[src/rtl/id_decode_stage.sv]
// Decode stage of the 8-bit RISC-V pipeline: field decode, load-use hazard, ID/EX register.
// Define ID_BYPASS_EN to build the write-through bypass; otherwise write conflicts stall one cycle.
module id_decode_stage #(
  parameter int DATA_W = 8,
  parameter int REG_AW = 5
) (
  input  logic              clock,
  input  logic              reset,
  input  logic              if_valid,
  input  logic [31:0]       if_instr,
  input  logic [DATA_W-1:0] if_pc,
  output logic              if_ready,
  input  logic              flush,
  output logic [REG_AW-1:0] rf_read_reg1,
  output logic [REG_AW-1:0] rf_read_reg2,
  input  logic [DATA_W-1:0] rf_read_data1,
  input  logic [DATA_W-1:0] rf_read_data2,
  input  logic              wb_reg_write,
  input  logic [REG_AW-1:0] wb_write_reg,
  input  logic [DATA_W-1:0] wb_write_data,
  output logic              ex_valid,
  output logic [DATA_W-1:0] ex_pc,
  output logic [DATA_W-1:0] ex_imm,
  output logic [DATA_W-1:0] ex_rs1_data,
  output logic [DATA_W-1:0] ex_rs2_data,
  output logic [REG_AW-1:0] ex_rs1,
  output logic [REG_AW-1:0] ex_rs2,
  output logic [REG_AW-1:0] ex_rd,
  output logic [2:0]        ex_funct3,
  output logic              ex_funct7b5,
  output logic              ex_reg_write,
  output logic              ex_mem_read,
  output logic              ex_mem_write,
  output logic              ex_branch,
  output logic              ex_jump,
  output logic              ex_alu_src,
  output logic              ex_mem_to_reg,
  output logic              stall
);

  localparam logic [6:0] OP_R      = 7'b0110011;
  localparam logic [6:0] OP_I      = 7'b0010011;
  localparam logic [6:0] OP_LOAD   = 7'b0000011;
  localparam logic [6:0] OP_STORE  = 7'b0100011;
  localparam logic [6:0] OP_BRANCH = 7'b1100011;
  localparam logic [6:0] OP_JAL    = 7'b1101111;

  typedef struct packed {
    logic reg_write;
    logic mem_read;
    logic mem_write;
    logic branch;
    logic jump;
    logic alu_src;
    logic mem_to_reg;
  } ctrl_t;

  logic [6:0]        opcode;
  logic [REG_AW-1:0] rs1;
  logic [REG_AW-1:0] rs2;
  logic [REG_AW-1:0] rd;
  ctrl_t             ctrl;
  ctrl_t             ex_ctrl_q;
  logic [DATA_W-1:0] imm;
  logic              rs1_used;
  logic              rs2_used;
  logic              load_use;
  logic              wb_conflict;
  logic              issue;
  logic              unused_instr_bits;

  assign opcode       = if_instr[6:0];
  assign rd           = if_instr[11:7];
  assign rs1          = if_instr[19:15];
  assign rs2          = if_instr[24:20];
  assign rf_read_reg1 = rs1;
  assign rf_read_reg2 = rs2;
  assign unused_instr_bits = ^{if_instr[31], if_instr[29:28]};

  always_comb begin
    ctrl     = '0;
    imm      = '0;
    rs1_used = 1'b0;
    rs2_used = 1'b0;
    case (opcode)
      OP_R: begin
        ctrl.reg_write = 1'b1;
        rs1_used       = 1'b1;
        rs2_used       = 1'b1;
      end
      OP_I: begin
        ctrl.reg_write = 1'b1;
        ctrl.alu_src   = 1'b1;
        imm            = DATA_W'(if_instr[27:20]);
        rs1_used       = 1'b1;
      end
      OP_LOAD: begin
        ctrl.reg_write  = 1'b1;
        ctrl.alu_src    = 1'b1;
        ctrl.mem_read   = 1'b1;
        ctrl.mem_to_reg = 1'b1;
        imm             = DATA_W'(if_instr[27:20]);
        rs1_used        = 1'b1;
      end
      OP_STORE: begin
        ctrl.alu_src   = 1'b1;
        ctrl.mem_write = 1'b1;
        imm            = DATA_W'({if_instr[27:25], if_instr[11:7]});
        rs1_used       = 1'b1;
        rs2_used       = 1'b1;
      end
      OP_BRANCH: begin
        ctrl.branch = 1'b1;
        imm         = DATA_W'({if_instr[27:25], if_instr[11:8], 1'b0});
        rs1_used    = 1'b1;
        rs2_used    = 1'b1;
      end
      OP_JAL: begin
        ctrl.reg_write = 1'b1;
        ctrl.jump      = 1'b1;
        imm            = DATA_W'({if_instr[27:21], 1'b0});
      end
      default: ;
    endcase
  end

  assign load_use = ex_valid && ex_ctrl_q.mem_read && (ex_rd != '0) && if_valid &&
                    ((rs1_used && (ex_rd == rs1)) || (rs2_used && (ex_rd == rs2)));

`ifdef ID_BYPASS_EN
  assign wb_conflict = 1'b0;
`else
  // Without a bypass, hold one cycle so the read happens after the write lands.
  assign wb_conflict = if_valid && wb_reg_write && (wb_write_reg != '0) &&
                       ((rs1_used && (wb_write_reg == rs1)) || (rs2_used && (wb_write_reg == rs2)));
`endif

  assign stall    = !flush && (load_use || wb_conflict);
  assign if_ready = !stall;
  assign issue    = if_valid && !flush && !stall;

  always_ff @(posedge clock or posedge reset) begin
    if (reset) begin
      ex_valid    <= 1'b0;
      ex_ctrl_q   <= '0;
      ex_pc       <= '0;
      ex_imm      <= '0;
      ex_rs1      <= '0;
      ex_rs2      <= '0;
      ex_rd       <= '0;
      ex_funct3   <= '0;
      ex_funct7b5 <= 1'b0;
    end else if (issue) begin
      ex_valid    <= 1'b1;
      ex_ctrl_q   <= ctrl;
      ex_pc       <= if_pc;
      ex_imm      <= imm;
      ex_rs1      <= rs1;
      ex_rs2      <= rs2;
      ex_rd       <= rd;
      ex_funct3   <= if_instr[14:12];
      ex_funct7b5 <= if_instr[30];
    end else begin
      ex_valid    <= 1'b0;
      ex_ctrl_q   <= '0;
      ex_pc       <= '0;
      ex_imm      <= '0;
      ex_rs1      <= '0;
      ex_rs2      <= '0;
      ex_rd       <= '0;
      ex_funct3   <= '0;
      ex_funct7b5 <= 1'b0;
    end
  end

  assign ex_reg_write  = ex_ctrl_q.reg_write;
  assign ex_mem_read   = ex_ctrl_q.mem_read;
  assign ex_mem_write  = ex_ctrl_q.mem_write;
  assign ex_branch     = ex_ctrl_q.branch;
  assign ex_jump       = ex_ctrl_q.jump;
  assign ex_alu_src    = ex_ctrl_q.alu_src;
  assign ex_mem_to_reg = ex_ctrl_q.mem_to_reg;

`ifdef ID_BYPASS_EN
  logic              byp1_q;
  logic              byp2_q;
  logic [DATA_W-1:0] byp1_data_q;
  logic [DATA_W-1:0] byp2_data_q;

  // The register file returns the pre-write value when written on the capture edge.
  always_ff @(posedge clock or posedge reset) begin
    if (reset) begin
      byp1_q      <= 1'b0;
      byp2_q      <= 1'b0;
      byp1_data_q <= '0;
      byp2_data_q <= '0;
    end else begin
      byp1_q      <= issue && wb_reg_write && (wb_write_reg == rs1) && (rs1 != '0);
      byp2_q      <= issue && wb_reg_write && (wb_write_reg == rs2) && (rs2 != '0);
      byp1_data_q <= wb_write_data;
      byp2_data_q <= wb_write_data;
    end
  end

  assign ex_rs1_data = (ex_rs1 == '0) ? '0 : (byp1_q ? byp1_data_q : rf_read_data1);
  assign ex_rs2_data = (ex_rs2 == '0) ? '0 : (byp2_q ? byp2_data_q : rf_read_data2);
`else
  logic unused_wb_data;
  assign unused_wb_data = ^wb_write_data;

  assign ex_rs1_data = (ex_rs1 == '0) ? '0 : rf_read_data1;
  assign ex_rs2_data = (ex_rs2 == '0) ? '0 : rf_read_data2;
`endif

endmodule

[config.mk]
export PLATFORM = sky130hd
export DESIGN_NAME = id_decode_stage
export DESIGN_NICKNAME = d
export VERILOG_FILES = /design/src/rtl/id_decode_stage.sv
export SDC_FILE = /design/constraint.sdc
export NUM_CORES = 1
export LEC_CHECK = 0
export CAP_MARGIN = 20
export CORE_MARGIN = 5
export CORE_UTILIZATION = 36
export CTS_CLUSTER_SIZE = 8
export DETAILED_ROUTE_END_ITERATION = 16
export PLACE_DENSITY = 0.93
export SYNTH_ARGS = -nofsm -noshare
export SYNTH_HDL_FRONTEND = slang
export SYNTH_SLANG_ARGS = --single-unit
[constraint.sdc]
create_clock -name clock -period 2.5 [get_ports clock]
set_input_delay 0.5 -clock clock [delete_from_list [all_inputs] [get_ports clock]]
set_output_delay 0.5 -clock clock [all_outputs]
set_load 0.005 [all_outputs]
==> reports/metrics.yaml, run 1 <==
finClkSkew_ps: 8.04
worstPathMaxFanout: 3
synth-seq-cells: 42
cts_root_buf: "clkbuf_8"
final_cell_mix: "clkdlybuf4s50_1, buf_4, dfrtp_1, nor2_1, nand2_1"
dr.pass1.iters: 4
reg2reg_from: "ex_rd[2]"
netlist_instances: 231
cp-endpoint: "stall"
path_class: "in2out"
synth_top_flop_cell: "dfrtp_1"
syn_to_final_growth_pct: 88.8
post-route-period-util_pct: 101
drive_above_1_share_pct: 21.5
crit_arrival_ps: 2020
clk_path_buf_depth: 2
cts_made_buffers: 5
min_period_ps: 2520
io_buffers: 133
hold_buffers: 0
crit_start: "if_instr[6]"
maxCapViolCount: 0
clk_pin_slew_ps: 70
place_area_sq_um: 3790
antenna_found_initial: 0
path_cells: "clkdlybuf4s50_1, a21bo_2, nor2_4, nand3_1, a21oi_4, o21ba_2, clkdlybuf4s15_1"
p_leak_nw: 2.01
slew-limit-headroom_pct: 42.0
finalHoldViolCount: 0
crit_required_ps: 2000
slowest_stage: "clkdlybuf4s50_1"
die_h_microns: 87.7
slew_viol_final: 0
insertion_delay_ps: 290
antenna_cells: 0
r2r-end: "ex_valid"
final-setup-viol-count: 1
crit_buf_inv: 2
cp_top_family: "buffers and inverters"
power_density_nw_per_um2: 378
finalWorstSetupSlack_ps: -21.3
cp_slowest_stage_delay_ps: 460
cp.depth: 7
rows: 28
h-tree-depth: 2
place.gp.congestion: 0.937
synth-seq-area-share_pct: 48.3
wl_microns: 7850
grt_pass1_wl_microns: 11700
cts_tree: "yes"
layout_commonest_cell: "clkdlybuf4s50_1"
grt_setup_unrepaired: "true"
wl_per_cell_microns: 16.4
vias: 2338
avgSynthCellArea_sq_um: 9.41
drcViolationCount: 0
final_design_area_no_fill_sq_um: 4110
tightest_slew_ps: 868
cp-start-kind: "primary input"
rr_worst_depth: 8
grt_pass1_vias: 2403
drt.antenna.violating_nets: 0
yosys_warnings: 0
netlist-cell-type-count: 35
ir_drop_v: 0.000246
track_usage_pct: 19.6
core_area_sq_um: 5890
via_per_inst: 4.87
grt_max_degree: 43
fmax_mhz: 397
synth.cell_area_sq_um: 2170
initial_core_util_pct: 36.9
final_nets: 478
min_path_type: "in2reg"
crit_path_end_kind: "output port"
syn_nets: 305
die_w_microns: 87.7
place_hpwl_microns: 6030
drt_iter0_drc: 67
violations: "negative setup slack"
power_mw: 1.55
clock-sinks: 42
grt-ovfl-total: 0
synth-edff-count: 0
async_reset_ff_share_pct: 100
dieArea_sq_um: 7690
num_io_pins: 145
reg2reg_slack_ps: 440
status: "finished, violations left"
[layout make-up]
class | instances | area [sq um]
clock buffers | 6 | 72.6
fillers | 470 | 1780
flip-flops and latches | 42 | 1050
repair buffers | 185 | 1760
clock inverters | 2 | 13.8
inverters | 3 | 11.3
multi-input cells | 167 | 1110
well taps | 75 | 93.8
[synthesized netlist by cell type (2+ instances only)]
cell	n	area [sq um]
nor2_1	39	146
nor2b_1	18	113
nor4_1	6	37.5
a21oi_2	2	17.5
nand3_1	8	40.0
nand2_1	30	113
nand2b_1	2	12.5
xor2_1	20	175
dfrtp_1	42	1050
buf_6	3	33.8
clkbuf_1	3	11.3
a22oi_1	5	37.5
nor3_1	14	70.1
a21oi_1	2	10.0
or4_1	5	37.5
inv_1	3	11.3
buf_4	11	82.6
[cells by family (layout without fill, tap and decap cells)]
group	Yosys count	after routing	share of synthesized area, %
AO/OA/AOI/OAI	21	21	8.75
XOR/XNOR	20	20	8.06
buffers and inverters	22	196	6.79
flip-flops	42	42	48.3
AND/OR/NAND/NOR	126	126	28.1
[repair_timing]
| action | CTS | global route |
|---|---|---|
| buffers inserted | 3 | 8 |
| setup endpoints to repair | 10 | 18 |
| gates cloned | 0 | 0 |
| pin swaps | 6 | 7 |
| resized for setup | 32 | 24 |
[worst min-delay path, stage by stage]
cell	delay [ps]
dlymetal6s2s_1	170
buf_4	160
nand2_1	50
nor2_1	30
[registers in the layout, summed over array words and instances (netlist names), 3 cells and up]
name	count
ex_pc	8
ex_rs2	5
ex_rs1	5
ex_rd	5
ex_imm	8
ex_funct3	3
[power by group]
part	internal, mW	switching (mW)	leakage [nW]
combinational	0.251	0.172	1.40
sequential	0.697	0.0112	0.572
clock	0.197	0.226	0.0452
[through the flow]
step | setup WS, ps | utilization, % | hold WS, ps | cells | TNS [ps]
2_1_floorplan | 417 | - | 608 | 231 | 0
3_3_place_gp | -450 | 64.3 | 882 | 461 | -863
3_5_place_dp | -494 | 64.3 | 896 | 461 | -920
4_1_cts | -12.0 | 67.2 | 723 | 472 | -12.0
5_1_grt | -84.1 | 69.8 | 696 | 480 | -160
6_report | -21.3 | 69.8 | 668 | 480 | -21.3
[per-layer routing]
metal	track usage [%]	vias up	share of wire, %
met5	0	-	0
met4	7.25	0	2.1
met3	3.86	16	7.8
met2	34.8	108	52
met1	23.4	1102	38
li1	-	1112	-
[worst min path at each step]
stage	startpoint	depth (start not counted)	slack [ps]	to
2_1_floorplan	if_instr[12]	2	610	ex_funct3[0]
3_3_place_gp	ex_valid	4	880	ex_mem_write
3_5_place_dp	ex_valid	4	900	ex_imm[0]
4_1_cts	if_pc[5]	3	720	ex_pc[5]
5_1_grt	if_instr[2]	4	700	ex_jump
6_report	if_instr[23]	4	670	ex_rs2[3]
Note: power is estimated with default switching activity, not from simulation.
==> run 2, diff against run 1 <==
Settings changed: CORE_UTILIZATION 36 to 35, PLACE_DENSITY 0.93 to 0.91.
==> run 2 against run 1 <==
The run now ends clean. First-iteration DRC count increased by 81%. Utilization is 0.49 points lower. Cell area grew 1.1%. Clock skew increased by 4.6 ps. Global-route usage rose by 0.091 points. Critical path depth is the same. Non-clock buffer count up 5. Critical endpoint is now if_ready. Sequential cell count did not move. Count of clock-buffer cells in the layout up 1. Combinational power rose by 1%. Fmax increased by 1.9%. Register-to-register slack about the same.
==> reports/metrics.yaml, run 2 (synthesis results as in run 1) <==
status: "completed"
path_class: "in2out"
tightest_slew_ps: 602  # -266 ps
cts_root_buf: "clkbuf_8"
io_buffers: 133  # unchanged
crit_arrival_ps: 1970  # -50 ps
clkPwrFrac_pct: 29.1  # +1.9 points
min_path_type: "in2async"
h-tree-depth: 2  # unchanged
cp_top_family: "simple AND/OR/NAND/NOR gates"
clock-sinks: 42  # unchanged
wl_met1_microns: 3040  # +1.0%
power_mw: 1.60  # +3.1%
clk_path_buf_depth: 2  # unchanged
cts_made_buffers: 5  # unchanged
min_period_ps: 2470  # -46.9 ps
drcViolationCount: 0  # unchanged
dr.pass1.iters: 4  # unchanged
place_area_sq_um: 3810  # +0.73%
combPwrFrac_pct: 26.8  # -0.4 points
cp_slowest_stage_delay_ps: 550  # +90 ps
switchingPower_mw: 0.420  # +2.8%
layout_commonest_cell: "clkdlybuf4s50_1"
core_area_sq_um: 5990  # +1.8%
p_int_mw: 1.18  # +3.2%
final_design_area_no_fill_sq_um: 4150  # +1.1%
final-setup-viol-count: 0  # -1
place.gp.congestion: 0.896  # -4.4%
grt_max_degree: 26  # -40%
route.met2.wl_microns: 3940  # -3.0%
rows: 28  # unchanged
reg_top3: "ex_imm (8), ex_pc (8)"
crit_start: "wb_write_reg[3]"
p_leak_nw: 2.06  # +2.2%
cts_tree: "yes"
initial_core_util_pct: 36.3  # -0.65 points
die_w_microns: 88.8  # +1.3%
path_cells: "dlygate4sd2_1, or4_4, o211ai_4, a21oi_4, buf_4, o21bai_1, buf_2"
grt_pass1_wl_microns: 11900  # +2.2%
place_hpwl_microns: 5950  # -1.3%
cp.depth: 7  # unchanged
final_nets: 483  # +1.0%
grt_pass1_vias: 2484  # +3.4%
via_per_inst: 4.96  # +1.9%
maxCapViolCount: 0  # unchanged
ir_drop_v: 0.000217  # -12%
rr_worst_depth: 8  # unchanged
dieArea_sq_um: 7890  # +2.5%
power_density_nw_per_um2: 386  # +2.0%
crit_required_ps: 2000  # about the same
dr.max_layer_used: "met4"
drive_above_1_share_pct: 22.7  # +1.2 points
slew_viol_final: 0  # unchanged
slowest_stage: "or4_4"
wl_met3_microns: 738  # +20%
finClkSkew_ps: 12.7  # +4.63 ps
worstPathMaxFanout: 2  # -1
reg2reg_from: "ex_rd[2]"
crit_buf_inv: 3  # +1
fmax_mhz: 404  # +1.9%
cp-start-kind: "primary input"
post-route-period-util_pct: 99.0  # -1.9 points
final_cell_mix: "clkdlybuf4s50_1, buf_4, dfrtp_1, nor2_1, nand2_1"
syn_to_final_growth_pct: 90.9
crit_path_end_kind: "output port"
vias: 2407  # +3.0%
swShare_pct: 26.2  # -0.077 points
insertion_delay_ps: 300  # about the same
p_seq_share_pct: 44.1  # -1.5 points
wl_per_cell_microns: 16.5  # +0.71%
wl_microns: 7990  # +1.8%
die_h_microns: 88.8  # +1.3%
track_usage_pct: 19.7  # +0.091 points
grt-ovfl-total: 0  # unchanged
antenna_found_initial: 0  # unchanged
clk_pin_slew_ps: 90  # +20 ps
finalHoldViolCount: 0  # unchanged
antenna_cells: 0  # unchanged
drt_iter0_drc: 121  # +81%
drt.antenna.violating_nets: 0  # unchanged
num_io_pins: 145  # unchanged
slew-limit-headroom_pct: 59.9  # +18 points
reg2reg_slack_ps: 430  # about the same
-- run 2: cell count changes in the layout (fill, tap and decap cells not counted), sizes merged --
cell / delta
inv: +1
buf: +6
clkdlybuf4s50: -4
clkinv: -2
clkbuf: +2
dlygate4sd2: +2
clkdlybuf4s15: -1
dlymetal6s2s: +1
-- run 2: power by group through the flow --
stage	logic (mW)	clock network [mW]	registers [mW]
global route	0.463	0.512	0.709
global placement	0.386	0	0.719
detailed placement	0.395	0	0.720
CTS	0.403	0.475	0.706
floorplan	0.119	0	0.722
finish	0.429	0.465	0.707
-- run 2: metal layers --
metal / global-route usage, % / vias to the layer above
met2: 32.5 / 133
met3: 4.84 / 25
met1: 24.6 / 1128
li1: - / 1121
met4: 8.10 / 0
met5: 0 / -
-- run 2: through the flow --
step	utilization [%]	cells	worst slack (ps)	setup TNS [ps]	hold slack, ps
5_1_grt	69.3	485	-16.5	-25.0	474
6_report	69.3	485	25.6	0	464
4_1_cts	66.7	476	10.3	0	458
3_3_place_gp	63.7	463	-505	-995	782
2_1_floorplan	-	231	417	0	608
3_5_place_dp	63.7	463	-556	-2890	788
-- run 2: worst reg2reg max path: cells and delay by family (launching register included) --
family                    cells  cell delay [ps]
buffers and inverters         3              520
DFF                           1              400
and+or+nand+nor               1               70
AOI/OAI and AO/OA             3              760
xor gates and xnor gates      1              180
-- run 2: what timing repair did --
| item | in CTS | in global routing |
|---|---|---|
| setup endpoints to repair | 10 | 18 |
| setup buffers | 5 | 9 |
| resized for setup | 38 | 25 |
| hold endpoints to repair | 0 | 0 |
| pin swaps | 7 | 9 |
| hold buffers | 0 | 0 |
-- run 2: cell type report --
| class | instances | area, sq um |
|---|---|---|
| Clock buffer | 7 | 86.3 |
| Clock inverter | 1 | 8.76 |
| Fill cell | 438 | 1840 |
| Inverter | 3 | 11.3 |
| Multi-Input combinational cell | 167 | 1100 |
| Sequential cell | 42 | 1050 |
| Tap cell | 75 | 93.8 |
| Timing Repair Buffer | 190 | 1800 |
-- run 2: final timing paths --
path,end
hold / removal,ex_imm[1]
setup reg to reg,ex_rs2[0]
hold reg to reg,ex_imm[7]
max in group asynchronous,ex_pc[7]
min in group clock,ex_rs1[3]
setup / recovery,if_ready
==> run 3, diff against run 2 <==
Settings changed: CORE_MARGIN 5 to not set.
==> run 3 against run 2 <==
The run now ends with negative setup slack left. Largest power group unchanged. Utilization shrank 0.16 points. Die area decreased by 17%. Critical path depth unchanged. Fmax down 4.3%. Clock skew fell by 5.0 ps. Register-to-register slack about the same. Total power decreased by 2.5%. First-iteration DRC count increased by 8.3%.
==> reports/metrics.yaml, run 3 (synthesis results as in run 1) <==
status: "finished, violations left"
violations: "negative setup slack"
layout_commonest_cell: "clkdlybuf4s50_1"
cts_made_buffers: 5  # unchanged
min_period_ps: 2590  # +112 ps
fin_tns_setup_ps: -118  # -118 ps
core_area_sq_um: 5960  # -0.58%
ir_drop_v: 0.000229  # +5.5%
cp-start-kind: "flip-flop"
place_hpwl_microns: 5430  # -8.7%
final_design_area_no_fill_sq_um: 4120  # -0.81%
place_area_sq_um: 3780  # -0.98%
crit_path_end_kind: "output port"
die_w_microns: 80.8  # -9.0%
finalHoldViolCount: 0  # unchanged
finalWorstSetupSlack_ps: -86.2  # -112 ps
tightest_slew_ps: 561  # -41.1 ps
final_cell_mix: "clkdlybuf4s50_1, buf_4, dfrtp_1, nor2_1, nand2_1"
wl_microns: 7750  # -3.0%
h-tree-depth: 2  # unchanged
insertion_delay_ps: 290  # about the same
vias: 2408  # +0.042%
reg_top3: "ex_imm (8), ex_pc (8)"
syn_to_final_growth_pct: 89.3
slew_viol_final: 0  # unchanged
crit_arrival_ps: 2090  # +120 ps
grt-ovfl-total: 0  # unchanged
clk_path_buf_depth: 2  # unchanged
final_nets: 476  # -1.4%
worstPathMaxFanout: 3  # +1
num_io_pins: 145  # unchanged
post-route-period-util_pct: 103  # +4.5 points
fmax_mhz: 387  # -4.3%
hold_buffers: 0  # unchanged
cts_root_buf: "clkbuf_8"
dieArea_sq_um: 6530  # -17%
antenna_found_initial: 0  # unchanged
clock-sinks: 42  # unchanged
final-setup-viol-count: 2  # +2
clk_pin_slew_ps: 80  # about the same
dr.pass1.iters: 4  # unchanged
grt_pass1_vias: 2363  # -4.9%
via_per_inst: 5.04  # +1.5%
p_leak_nw: 2.03  # -1.2%
maxCapViolCount: 0  # unchanged
grt_setup_unrepaired: "true"
power_mw: 1.56  # -2.5%
die_h_microns: 80.8  # -9.0%
wl_per_cell_microns: 16.2  # -1.6%
crit_required_ps: 2000  # about the same
io_buffers: 133  # unchanged
grt_pass1_wl_microns: 10800  # -9.3%
drt_iter0_drc: 131  # +8.3%
finClkSkew_ps: 7.65  # -5.02 ps
place.gp.congestion: 0.918  # +2.5%
rows: 28  # unchanged
drcViolationCount: 0  # unchanged
drt.antenna.violating_nets: 0  # unchanged
drive_above_1_share_pct: 22.3  # -0.35 points
grt_max_degree: 42  # +62%
whs_ps: 370  # -94.1 ps
cts_tree: "yes"
slew-limit-headroom_pct: 62.6  # +2.7 points
path_class: "reg2out"
antenna_cells: 0  # unchanged
track_usage_pct: 22.1  # +2.3 points
min_path_type: "in2async"
initial_core_util_pct: 36.5  # +0.21 points
power_density_nw_per_um2: 379  # -1.7%
==> run 3: final timing paths <==
| path | cells after the start | startpoint | end | slack [ps] |
|---|---|---|---|---|
| setup reg to reg | 7 | ex_rd[2] | ex_branch | 420 |
| setup / recovery | 7 | ex_rd[2] | stall | -90 |
| min in group clock | 4 | if_instr[24] | ex_rs2[4] | 620 |
| hold reg to reg | 5 | ex_valid | ex_imm[0] | 1040 |
| hold / removal | 2 | reset | ex_funct3[1] | 370 |
| max in group asynchronous | 3 | reset | ex_rd[3] | 1740 |
==> run 3: what timing repair did <==
item | in CTS | in global routing
endpoints found under the setup margin | 11 | 17
buffers inserted | 5 | 7
resized for setup | 40 | 34
pin swaps | 11 | 9
gates cloned | 0 | 0
==> run 3: critical path, cell delays in order (launching register included) <==
cell	delay, ps
dfrtp_1	410
buf_4	160
xor2_1	180
nor3_1	250
nand3_1	220
a21oi_4	220
o21ba_4	160
clkdlybuf4s15_1	200
==> run 3: final cells by class <==
class                   count  area (sq um)
well taps                  75          93.8
fillers                   463          1840
clock buffers               6          72.6
clock inverters             2          13.8
inverters                   3          11.3
multi-input cells         167          1130
repair buffers            183          1740
flip-flops and latches     42          1050
==> run 3: where the power goes <==
group          internal, mW  switching, mW
sequential            0.697         0.0110
combinational         0.247          0.175
clock                 0.197          0.235
==> run 3: layer usage <==
metal  global-route usage, %  part of all wire [%]
met1                    24.2                    37
met2                    40.4                    52
met3                    4.61                   7.7
met4                    10.2                   3.1
met5                       0                     0
==> run 3: metrics by stage <==
| step | cells | util (%) | worst slack, ps |
|---|---|---|---|
| final | 478 | 69.1 | -86.2 |
| after floorplan | 231 | - | 417 |
| after global placement | 458 | 63.4 | -461 |
| after global routing | 478 | 69.1 | -200 |
| after CTS | 471 | 66.4 | 0.243 |
| after detailed placement | 458 | 63.4 | -508 |
